[src/rtl/loader_pkg.sv]
// Shared definitions for the program loader: FSM state encoding, stream
// framing constants, default memory geometry and the checksum helper.
package loader_pkg;

    localparam int BYTES_PER_WORD = 3;
    localparam int W_DEF          = 17;
    localparam int AW_DEF         = 8;

    typedef enum logic [3:0] {
        IDLE  = 4'd0,
        COUNT = 4'd1,
        B0    = 4'd2,
        B1    = 4'd3,
        B2    = 4'd4,
        WRITE = 4'd5,
        CHK   = 4'd6,
        DONE  = 4'd7,
        FAIL  = 4'd8
    } state_t;

    // Running checksum is a plain byte-wise XOR.
    function automatic logic [7:0] chk_update(input logic [7:0] chk, input logic [7:0] data);
        return chk ^ data;
    endfunction

    // States in which the loader takes a byte from the stream.
    function automatic logic accepts_byte(input state_t s);
        return (s == COUNT) || (s == B0) || (s == B1) || (s == B2) || (s == CHK);
    endfunction

    // States that make up an active load.
    function automatic logic is_busy(input state_t s);
        return accepts_byte(s) || (s == WRITE);
    endfunction

endpackage

[src/rtl/word_packer.sv]
// Byte-lane register that assembles one 17-bit memory word from three stream
// bytes (LSB first) and keeps the running XOR checksum of the stream.
// Ports:
//   clk, reset     - clock and async active-low reset
//   chk_init       - seed the checksum with byte_in (count byte)
//   lane_load[2:0] - one-hot: latch byte_in into lane 0/1/2 and fold it into chk
//   byte_in        - stream byte
//   word           - assembled word {b2[0], b1, b0}
//   chk            - running checksum
module word_packer
    import loader_pkg::*;
#(
    parameter int W = W_DEF
) (
    input  logic         clk,
    input  logic         reset,
    input  logic         chk_init,
    input  logic [2:0]   lane_load,
    input  logic [7:0]   byte_in,
    output logic [W-1:0] word,
    output logic [7:0]   chk
);

    logic [7:0] b0_r;
    logic [7:0] b1_r;
    logic       b2_r;
    logic [7:0] chk_r;

    // Byte lanes and checksum register; only bit 0 of the third byte is kept,
    // although the whole byte enters the checksum.
    always_ff @(posedge clk or negedge reset) begin
        if (!reset) begin
            b0_r  <= 8'h00;
            b1_r  <= 8'h00;
            b2_r  <= 1'b0;
            chk_r <= 8'h00;
        end else begin
            if (chk_init) begin
                chk_r <= byte_in;
            end else if (lane_load != 3'b000) begin
                chk_r <= chk_update(chk_r, byte_in);
            end else begin
                chk_r <= chk_r;
            end
            if (lane_load[0]) b0_r <= byte_in;
            if (lane_load[1]) b1_r <= byte_in;
            if (lane_load[2]) b2_r <= byte_in[0];
        end
    end

    assign word = {b2_r, b1_r, b0_r};
    assign chk  = chk_r;

endmodule

[src/rtl/program_loader.sv]
// Boot-time program loader. Accepts a byte stream (count, N x 3-byte words,
// optional XOR checksum), writes each word into the processor memory from
// address 0 and holds the processor in reset until a verified load completes.
// Ports:
//   clk, reset (async active-low), start (one-cycle pulse)
//   in_data/in_valid/in_ready - byte stream handshake
//   mem_we/mem_ad/mem_data    - memory write port, one mem_we cycle per word
//   cpu_hold                  - 1 keeps the processor in reset
//   busy/done/err             - load status; done and err are sticky
module program_loader
    import loader_pkg::*;
#(
    parameter int W     = W_DEF,
    parameter int AW    = AW_DEF,
    parameter int CHECK = 1
) (
    input  logic          clk,
    input  logic          reset,
    input  logic          start,
    input  logic [7:0]    in_data,
    input  logic          in_valid,
    output logic          in_ready,
    output logic          mem_we,
    output logic [AW-1:0] mem_ad,
    output logic [W-1:0]  mem_data,
    output logic          cpu_hold,
    output logic          busy,
    output logic          done,
    output logic          err
);

    state_t        state_r;
    state_t        next_state_s;
    logic          xfer_s;
    logic          chk_init_s;
    logic [2:0]    lane_load_s;
    logic [7:0]    chk_s;
    logic [AW:0]   rem_r;
    logic [AW-1:0] addr_r;
    logic          in_ready_r;
    logic          mem_we_r;
    logic          cpu_hold_r;
    logic          busy_r;
    logic          done_r;
    logic          err_r;

    assign xfer_s = in_valid & in_ready_r;

    word_packer #(.W(W)) u_packer (
        .clk       (clk),
        .reset     (reset),
        .chk_init  (chk_init_s),
        .lane_load (lane_load_s),
        .byte_in   (in_data),
        .word      (mem_data),
        .chk       (chk_s)
    );

    // State register.
    always_ff @(posedge clk or negedge reset) begin
        if (!reset) begin
            state_r <= IDLE;
        end else begin
            state_r <= next_state_s;
        end
    end

    // Next-state logic and packer controls.
    always_comb begin
        next_state_s = state_r;
        chk_init_s   = 1'b0;
        lane_load_s  = 3'b000;
        case (state_r)
            IDLE, DONE, FAIL: begin
                if (start) next_state_s = COUNT;
                else       next_state_s = state_r;
            end
            COUNT: begin
                if (xfer_s) begin
                    chk_init_s   = 1'b1;
                    next_state_s = B0;
                end else begin
                    next_state_s = COUNT;
                end
            end
            B0: begin
                if (xfer_s) begin
                    lane_load_s  = 3'b001;
                    next_state_s = B1;
                end else begin
                    next_state_s = B0;
                end
            end
            B1: begin
                if (xfer_s) begin
                    lane_load_s  = 3'b010;
                    next_state_s = B2;
                end else begin
                    next_state_s = B1;
                end
            end
            B2: begin
                if (xfer_s) begin
                    lane_load_s  = 3'b100;
                    next_state_s = WRITE;
                end else begin
                    next_state_s = B2;
                end
            end
            WRITE: begin
                if (rem_r == (AW+1)'(1)) begin
                    if (CHECK != 0) next_state_s = CHK;
                    else            next_state_s = DONE;
                end else begin
                    next_state_s = B0;
                end
            end
            CHK: begin
                if (xfer_s) begin
                    if (in_data == chk_s) next_state_s = DONE;
                    else                  next_state_s = FAIL;
                end else begin
                    next_state_s = CHK;
                end
            end
            default: next_state_s = IDLE;
        endcase
    end

    // Word counter and write address; a count byte of 0 stands for 2**AW words.
    always_ff @(posedge clk or negedge reset) begin
        if (!reset) begin
            rem_r  <= '0;
            addr_r <= '0;
        end else begin
            case (state_r)
                COUNT: begin
                    if (xfer_s) begin
                        rem_r  <= (in_data == 8'h00) ? {1'b1, {AW{1'b0}}} : (AW+1)'(in_data);
                        addr_r <= '0;
                    end
                end
                WRITE: begin
                    rem_r  <= rem_r - (AW+1)'(1);
                    addr_r <= addr_r + AW'(1);
                end
                default: begin
                    rem_r  <= rem_r;
                    addr_r <= addr_r;
                end
            endcase
        end
    end

    // Status and handshake outputs registered from the upcoming state so they
    // line up exactly with the state they describe.
    always_ff @(posedge clk or negedge reset) begin
        if (!reset) begin
            in_ready_r <= 1'b0;
            mem_we_r   <= 1'b0;
            cpu_hold_r <= 1'b1;
            busy_r     <= 1'b0;
            done_r     <= 1'b0;
            err_r      <= 1'b0;
        end else begin
            in_ready_r <= accepts_byte(next_state_s);
            mem_we_r   <= (next_state_s == WRITE);
            cpu_hold_r <= (next_state_s != DONE);
            busy_r     <= is_busy(next_state_s);
            done_r     <= (next_state_s == DONE);
            err_r      <= (next_state_s == FAIL);
        end
    end

    assign in_ready = in_ready_r;
    assign mem_we   = mem_we_r;
    assign mem_ad   = addr_r;
    assign cpu_hold = cpu_hold_r;
    assign busy     = busy_r;
    assign done     = done_r;
    assign err      = err_r;

endmodule

[config.mk]
export PLATFORM = sky130hd
export DESIGN_NAME = program_loader
export DESIGN_NICKNAME = d
export VERILOG_FILES = /design/src/rtl/loader_pkg.sv /design/src/rtl/word_packer.sv /design/src/rtl/program_loader.sv
export SDC_FILE = /design/constraint.sdc
export NUM_CORES = 1
export LEC_CHECK = 0
export ABC_AREA = 1
export BUFFER_PORTS_ARGS = -buffer_cell sky130_fd_sc_hd__buf_2
export CAP_MARGIN = 10
export CORE_UTILIZATION = 50
export CTS_CLUSTER_DIAMETER = 200
export DETAILED_ROUTE_END_ITERATION = 10
export PLACE_DENSITY = 0.71
export SLEW_MARGIN = 10
export SYNTH_ARGS = -nofsm -noshare
export SYNTH_HDL_FRONTEND = slang
export SYNTH_HIERARCHICAL = 1
export SYNTH_SLANG_ARGS = --single-unit
[constraint.sdc]
create_clock -name clk -period 2.2 [get_ports clk]
set_input_delay 0.44 -clock clk [delete_from_list [all_inputs] [get_ports clk]]
set_output_delay 0.44 -clock clk [all_outputs]
set_load 0.01 [all_outputs]
**Yosys cells after proc, flatten, opt, wreduce, memory -nomap -nowiden**

Index checks and enable logic that the tools add are counted.

- Bits in latches: 0
- Memory bits (read-only): 0
- Bits of input ports: 12
- Word-level logic and storage cells: 71
- Memory bits (writable): 0
- Register bits after elaboration: 52
- Memories kept: 0

- Equality and inequality tests: 20
- $lt $le $gt $ge: 0
- Multiply operators: 0
- Shift operators: 0
- Mux-type cells: 22
- Bitwise operators: 2
- Add/subtract/negate cells: 2
- Div/mod/pow operators: 0
- Reduce and logical (&&, ||, !) cells: 12

Operators with widths:

| kind | number |
|---|---|
| 4-bit by 3-bit == test with 1-bit output, second input constant | 8 |
| 4-bit one-hot mux with 7 select lines | 1 |
| 8-bit two-way mux | 3 |
| 9-bit two-way mux | 2 |
| 9-bit one-hot mux with 2 select lines | 1 |
| 4-bit by 2-bit == test with 1-bit output, second input constant | 4 |
| 8-bit one-hot mux with 2 select lines | 1 |
| 4-bit two-way mux | 3 |
| 9-bit by 1-bit == test with 1-bit output, second input constant | 1 |
| 3-bit two-way mux | 3 |
| 3-bit one-hot mux with 3 select lines | 1 |
| 9-bit by 1-bit subtractor with 9-bit output, second input constant | 1 |
| 8-bit by 1-bit adder with 8-bit output, second input constant | 1 |
| 4-bit by 1-bit == test with 1-bit output, second input constant | 2 |
| 4-bit == test, second input constant | 2 |
| 8-bit == test | 1 |
| 8-bit zero test | 1 |
| 8-bit bitwise XOR | 1 |
| 1-bit logical OR | 5 |
| 1-bit two-way mux | 5 |
| 4-bit zero test | 1 |
| 2-bit two-way mux | 2 |
| 4-bit by 3-bit != test with 1-bit output, second input constant | 1 |
| 2-bit nonzero test | 2 |
| 5 further kinds | 5 |

**Longest topological paths before layout**

Gate-level depths: netlist of the first run.

- Depth in word-level cells: 10
- Gate-level depth with buffers: 13
- Gate-level depth less buffers: 13

**Modules after synthesis**

The synthesis of the first run kept the hierarchy.

Modules (own cells, without submodules):

| module | cells each | area each (µm²) | instances |
|---|---|---|---|
| program_loader | 210 | 1620.3 | 1 |
| word_packer | 106 | 1109.8 | 1 |

**Worst setup path after synthesis of the first run**

OpenSTA, ideal clock, no wires.

- Path type: input -> register
- Start: input port in_valid
- End: register u_packer.chk_r[6] (netlist: u_packer/chk[6])
- Slack: 0.521 ns
- Arrival time: 1.567 ns
- Stages: 12
- Path buffers: 2
- Path through: nand2_1 > inv_1 > nand3_2 > buf_4 > inv_2 > nor2_1 > nand2_4 > buf_6 > nand2_2 > nand2_1 > nand2_1 > inv_1

- Elaborated cells on any way between the ends: 10

RTL lines:

| what | line | RTL |
|---|---|---|
| start, declared | program_loader.sv:21 | `input logic in_valid,` |
| 1-bit bitwise AND (*) | program_loader.sv:47 | `assign xfer_s = in_valid & in_ready_r;` |
| 1-bit two-way mux (*) | program_loader.sv:79 | `if (xfer_s) begin` |
| 1-bit two-way mux (*) | program_loader.sv:73 | `case (state_r)` |
| named net chk_init_s | program_loader.sv:35 | `logic chk_init_s;` |
| 8-bit two-way mux or 2-bit nonzero test (tied branches) | -- |  |
| end signal, assigned | word_packer.sv:39 | `chk_r <= byte_in;` |
| end signal, assigned | word_packer.sv:41 | `chk_r <= chk_update(chk_r, byte_in);` |
| end signal, assigned | word_packer.sv:43 | `chk_r <= chk_r;` |
| end, declared | word_packer.sv:27 | `logic [7:0] chk_r;` |

Mark *: on every way through the listed nets, which the timed path passes. The rest lies on a longest branch.
A chain may end at the register's enable or synchronous reset.

**Worst setup path after layout of the first run**

- Start: register state_r[3]
- End: register u_packer.chk_r[3] (netlist: u_packer/chk[3])

- Elaborated cells on any way between the ends: 9

RTL lines:

| what | line | RTL |
|---|---|---|
| start, declared | program_loader.sv:32 | `state_t state_r;` |
| start signal, assigned | program_loader.sv:64 | `state_r <= next_state_s;` |
| 4-bit by 1-bit == test with 1-bit output (*) | program_loader.sv:73 |  |
| 1-bit two-way mux (*) | program_loader.sv:73 |  |
| named net chk_init_s | program_loader.sv:35 |  |
| 8-bit two-way mux or 2-bit nonzero test (tied branches) | -- |  |

Marked as above.

==> out/qor.yml, run 1 <==
cts_tree: "built"
final.min_clock_period_ns: 1.777
numPortBuffers: 42
antenna_left: 0
powerDensity_nw_per_um2: 1279
synth_largest_area_cell: "dfrtp_1"
num_rows: 26
syn_inst: 316
cp-start-kind: "flop"
slew_violations: 0
path_max_fanout: 16
totalWireLength_um: 5286
seq_area_frac_synth_pct: 47.71
cts_made_buffers: 5
slowest_stage: "dfrtp_1"
ys_types: 42
synthFlopType: "dfrtp_1"
grt_pass1_vias: 2045
yosys_warnings: 6
ctsLongestPathBuffers: 2
die_area_um2: 5760
worstMarginPinSlew_ns: 0.6479
clockRootBuffer: "clkbuf_8"
grt_max_degree: 53
place_hpwl_um: 3819
status: "finished clean"
fill_cells: 472
initial_core_util_pct: 52.78
clkLatencyLatePin_ns: 0.31
num_vias: 2165
synth-edff-count: 0
crit_arrival_ns: 1.98
hp-class: "in2async"
drive_above_1_share_pct: 26.32
fmax_mhz: 562.8
multi_input_area_um2: 1176
ys_ff_latch: 52
ioPinCount: 43
area_growth_pct: 12.47
period_share_pct: 80.77
gr-total-overflow: 0
synth_area_per_cell_um2: 8.640
finClkSkew_ns: 0.009931
setup_violations: 0
cts_setup_buffers: 0
hold_viol_final: 0
path_class: "reg2reg"
drv_cap: 0
crit_chain: "nor2_2 -> nand3_2 -> inv_2 -> nor2_1 -> nand2_4 -> nand3_1 -> nand2_1 -> inv_1"
worst_setup_path_end_kind: "flop"
cp_slowest_stage_delay_ns: 0.44
die_w_um: 75.90
syn_nets: 331
syn_area_um2: 2730
first_pass_iters: 4
finalNetCount: 376
placed_cell_area_um2: 2993
antenna_found_initial: 0
pre_cts_ws_ns: 0.3379
cts_resized: 0
clk_pin_slew_ns: 0.09
antenna_cells: 0
h-tree-depth: 2
grt_pass1_wl_um: 9149
rsz0062_at_grt: "no"
finalInstanceArea_um2: 3070
finalWeightedCongestion: 0.8856
setup_ws_ns: 0.4231
post-route-drc-count: 0
maxSlewHeadroom_pct: 56.81
final.setup.tns_ns: 0
vdd_drop_max_v: 0.0006718
grt_usage_pct: 21.10
yosysTopAreaCellShare_pct: 46.75
synth-async-reset-ratio_pct: 100.0
die_h_um: 75.90
core_um2: 5172
wl_per_cell_um: 12.26
leakage_uw: 0.001678
drt_iter0_markers: 120
regArea_um2: 1303
whs_ns: 0.2249
p_total_uw: 3927
critPathRequiredTime_ns: 2.40
cts-hold-fix-buffers: 0
clkSinkCount: 52
synth_area_leaders: "dfrtp_1, nand2_1, mux2_2"
via_per_inst: 5.023
-- flip-flops by register name (all words and copies together), names as in the netlist --
signal         count
mem_we             1
err                1
state_r            4
u_packer/b0_r      8
u_packer/b1_r      8
busy               1
cpu_hold           1
rem_r              9
u_packer/chk       8
mem_ad             8
done               1
in_ready           1
u_packer/b2_r      1
-- layout by cell type, fill, tap and decap left out, types with 2 or more instances in the layout --
cell type  synthesis  routed
nor2_4             2       2
clkbuf_8           0       5
o21ai_0            6       6
nand3_1           21      21
nand3_2            3       3
xnor2_1            3       3
inv_2             12      12
o21ai_1            5       5
mux2_2            17      17
buf_4              3       2
ha_1               3       3
nor4_1             2       2
buf_2              1      42
o221ai_1           2       2
nand2_2            4       4
o211ai_1           5       5
nand2_1           85      85
nor2_1            18      18
dfrtp_1           51      51
nand4_1            3       3
mux2i_1            3       3
inv_1             39      39
a21oi_1            7       7
-- critical path, delay by kind of cell, from the launching register on --
family / cells / cell delay, ns
and+or+nand+nor: 6 / 1.02
DFF: 1 / 0.44
buffers and inverters: 2 / 0.23
-- power by group --
part,switching [uW],internal [uW]
clock,307,217
sequential,262,1360
combinational,1050,735
-- path summary, 6_finish.rpt --
kind	slack (ns)	from	end	depth (start not counted)
max reg2reg	0.42	state_r[3]	u_packer/chk[3]	8
min in group clk	0.43	start	err	4
max in group asynchronous	1.53	reset	mem_we	2
max	0.42	state_r[3]	u_packer/chk[3]	8
min	0.22	reset	mem_ad[2]	2
min reg2reg	0.47	mem_ad[7]	mem_ad[7]	1
-- stage by stage --
stage	instances	util, %
floorplan	316	-
finish	431	59.36
detailed placement	424	57.86
global route	431	59.36
global placement	424	57.86
CTS	431	59.36
-- synth_stat cells, types with 2 or more instances --
cell	instances
inv_2	12
o21ai_0	6
nand2_1	85
nand4_1	3
buf_4	3
nand2_2	4
ha_1	3
nor2_4	2
nand3_2	3
nor2_1	18
dfrtp_1	51
o211ai_1	5
buf_6	2
o221ai_1	2
mux2i_1	3
o21ai_1	5
mux2_2	17
inv_1	39
nand3_1	21
xnor2_1	3
nor4_1	2
a21oi_1	7
-- logic make-up after synthesis --
group                    Yosys count  share of synthesized area, %
buffers and inverters             59                         9.211
flip-flops                        52                         47.71
adder cells (fa/ha/maj)            3                         1.375
XOR/XNOR                           3                        0.9626
AO/OA/AOI/OAI                     32                         7.288
multiplexers                      20                         8.112
AND/OR/NAND/NOR                  147                         25.34
-- final cells by class --
cell class | instances | share of cell area, %
inverter | 53 | 6.561
multi-input combinational | 205 | 38.30
clock buffer | 6 | 2.363
clock inverter | 1 | 0.1630
tap | 70 | 2.852
sequential | 52 | 42.42
timing repair buffer | 44 | 7.335
-- per-layer routing --
metal | track usage (%) | routed length (um) | up-vias
met2 | 34.71 | 2464 | 52
li1 | - | - | 1103
met1 | 28.86 | 2526 | 1003
met4 | 5.144 | 48 | 0
met3 | 3.968 | 246 | 7
met5 | 0 | 0 | -
No activity file was read; power rests on OpenSTA's default activity.
==> inputs of run 2 (changes only) <==
- clock period: 2.2 -> 1.84 ns (I/O delays scaled with it)
==> out/qor.yml, run 2 (same netlist as run 1, synthesis figures left out) <==
status: "finished clean"
gr-total-overflow: 0
num_rows: 26
grt_usage_pct: 20.24
clockRootBuffer: "clkbuf_8"
final_cell_mix: "nand2_1, dfrtp_1, buf_2"
cp.buffers_inverters: 1
drt_iter0_markers: 145
powerDensity_nw_per_um2: 1576
numPortBuffers: 42
period_share_pct: 91.43
cts_made_buffers: 5
maxSlewHeadroom_pct: 73.06
crit_family: "simple AND/OR/NAND/NOR gates"
finalNetCount: 383
slowest_stage: "dfrtp_1"
finalInstanceArea_um2: 3193
drive_above_1_share_pct: 27.64
finalWeightedCongestion: 0.9114
leakage_uw: 0.001739
worst_setup_path_end_kind: "flop"
grt_pass1_wl_um: 8756
finClkSkew_ns: 0.007631
setup_violations: 0
area_growth_pct: 16.96
antenna_found_initial: 0
clk_pin_slew_ns: 0.10
hp-class: "in2reg"
clkLatencyLatePin_ns: 0.30
cts_resized: 0
path_class: "reg2reg"
path_max_fanout: 8
grt_pass1_vias: 1949
placed_cell_area_um2: 3050
totalWireLength_um: 5251
crit_chain: "nor2_2 -> nand2_1 -> nor2_1 -> buf_4 -> mux2_2"
wl_per_cell_um: 11.96
drv_cap: 0
grt_max_degree: 25
critPathRequiredTime_ns: 2.03
hold_viol_final: 0
ctsLongestPathBuffers: 2
largest_reg_flops: 9
antenna_cells: 0
cts_tree: "built"
core_um2: 5172
whs_ns: 0.3569
place_hpwl_um: 3981
first_pass_iters: 4
mostFrequentLayoutCell: "nand2_1"
die_h_um: 75.90
vdd_drop_max_v: 0.0007413
rsz0062_at_grt: "no"
die_area_um2: 5760
ioPinCount: 43
crit_arrival_ns: 1.87
initial_core_util_pct: 52.78
largest-register: "rem_r"
final.min_clock_period_ns: 1.682
h-tree-depth: 2
via_per_inst: 5.032
fill_cells: 449
num_vias: 2209
clkSinkCount: 52
fmax_mhz: 594.4
cp-start-kind: "flop"
worstMarginPinSlew_ns: 0.4041
cp_slowest_stage_delay_ns: 0.44
slew_violations: 0
final.setup.tns_ns: 0
die_w_um: 75.90
post-route-drc-count: 0
cts_setup_buffers: 0
antenna_left: 0
## run 2: cell types whose count changed in the layout (fill, tap and decap cells not counted), sizes merged
cell	change
clkinv	-1
bufinv	+2
dlygate4sd3	+1
buf	+6
## run 2: worst reg2reg max path: stages, from the launching register on
cell     delay, ns
dfrtp_1       0.44
nor2_2        0.26
nand2_1       0.13
nor2_1        0.18
buf_4         0.21
mux2_2        0.34
## run 2: path summary, 6_finish.rpt
path	startpoint	endpoint	slack [ns]	cells past startpoint
max	state_r[3]	u_packer/b1_r[2]	0.16	5
min	in_data[0]	u_packer/b2_r	0.36	2
max reg2reg	state_r[3]	u_packer/b1_r[2]	0.16	5
min reg2reg	mem_ad[7]	mem_ad[7]	0.48	1
max in group asynchronous	reset	u_packer/chk[0]	0.68	3
min in group asynchronous	reset	mem_ad[5]	0.51	2
## run 2: layout make-up
type                    instances  area, um^2  area share, %
clock inverters                 2       60.06          1.881
multi-input cells             205        1176          36.83
inverters                      53       201.4          6.309
flip-flops and latches         52        1303          40.79
clock buffers                   6       72.57          2.273
repair buffers                 51       292.8          9.169
well taps                      70       87.58          2.743
## run 2: power breakdown
part | internal, uW | switching [uW]
clock | 544 | 378
combinational | 916 | 1250
sequential | 1630 | 319
total | 3090 | 1950
## run 2: what timing repair did
action	in CTS	in global routing
endpoints found under the hold margin	16	0
hold buffers	1	0
setup endpoints to repair	0	0
## run 2: through the flow
stage	worst slack, ns	util [%]	instances	power, uW
2_1_floorplan	0.1876	-	316	3533
3_3_place_gp	0.2021	58.97	430	4064
3_5_place_dp	0.1712	58.97	430	4135
4_1_cts	0.1741	61.73	439	5069
5_1_grt	0.03453	61.73	439	5492
6_report	0.1577	61.73	439	5033
## run 2: layer usage
metal / GRT usage [%] / vias up / part of all wire (%)
li1: - / 1114 / -
met1: 28.10 / 1044 / 50
met2: 33.24 / 45 / 46
met3: 3.175 / 6 / 3.7
met4: 4.938 / 0 / 0.99
met5: 0 / - / 0
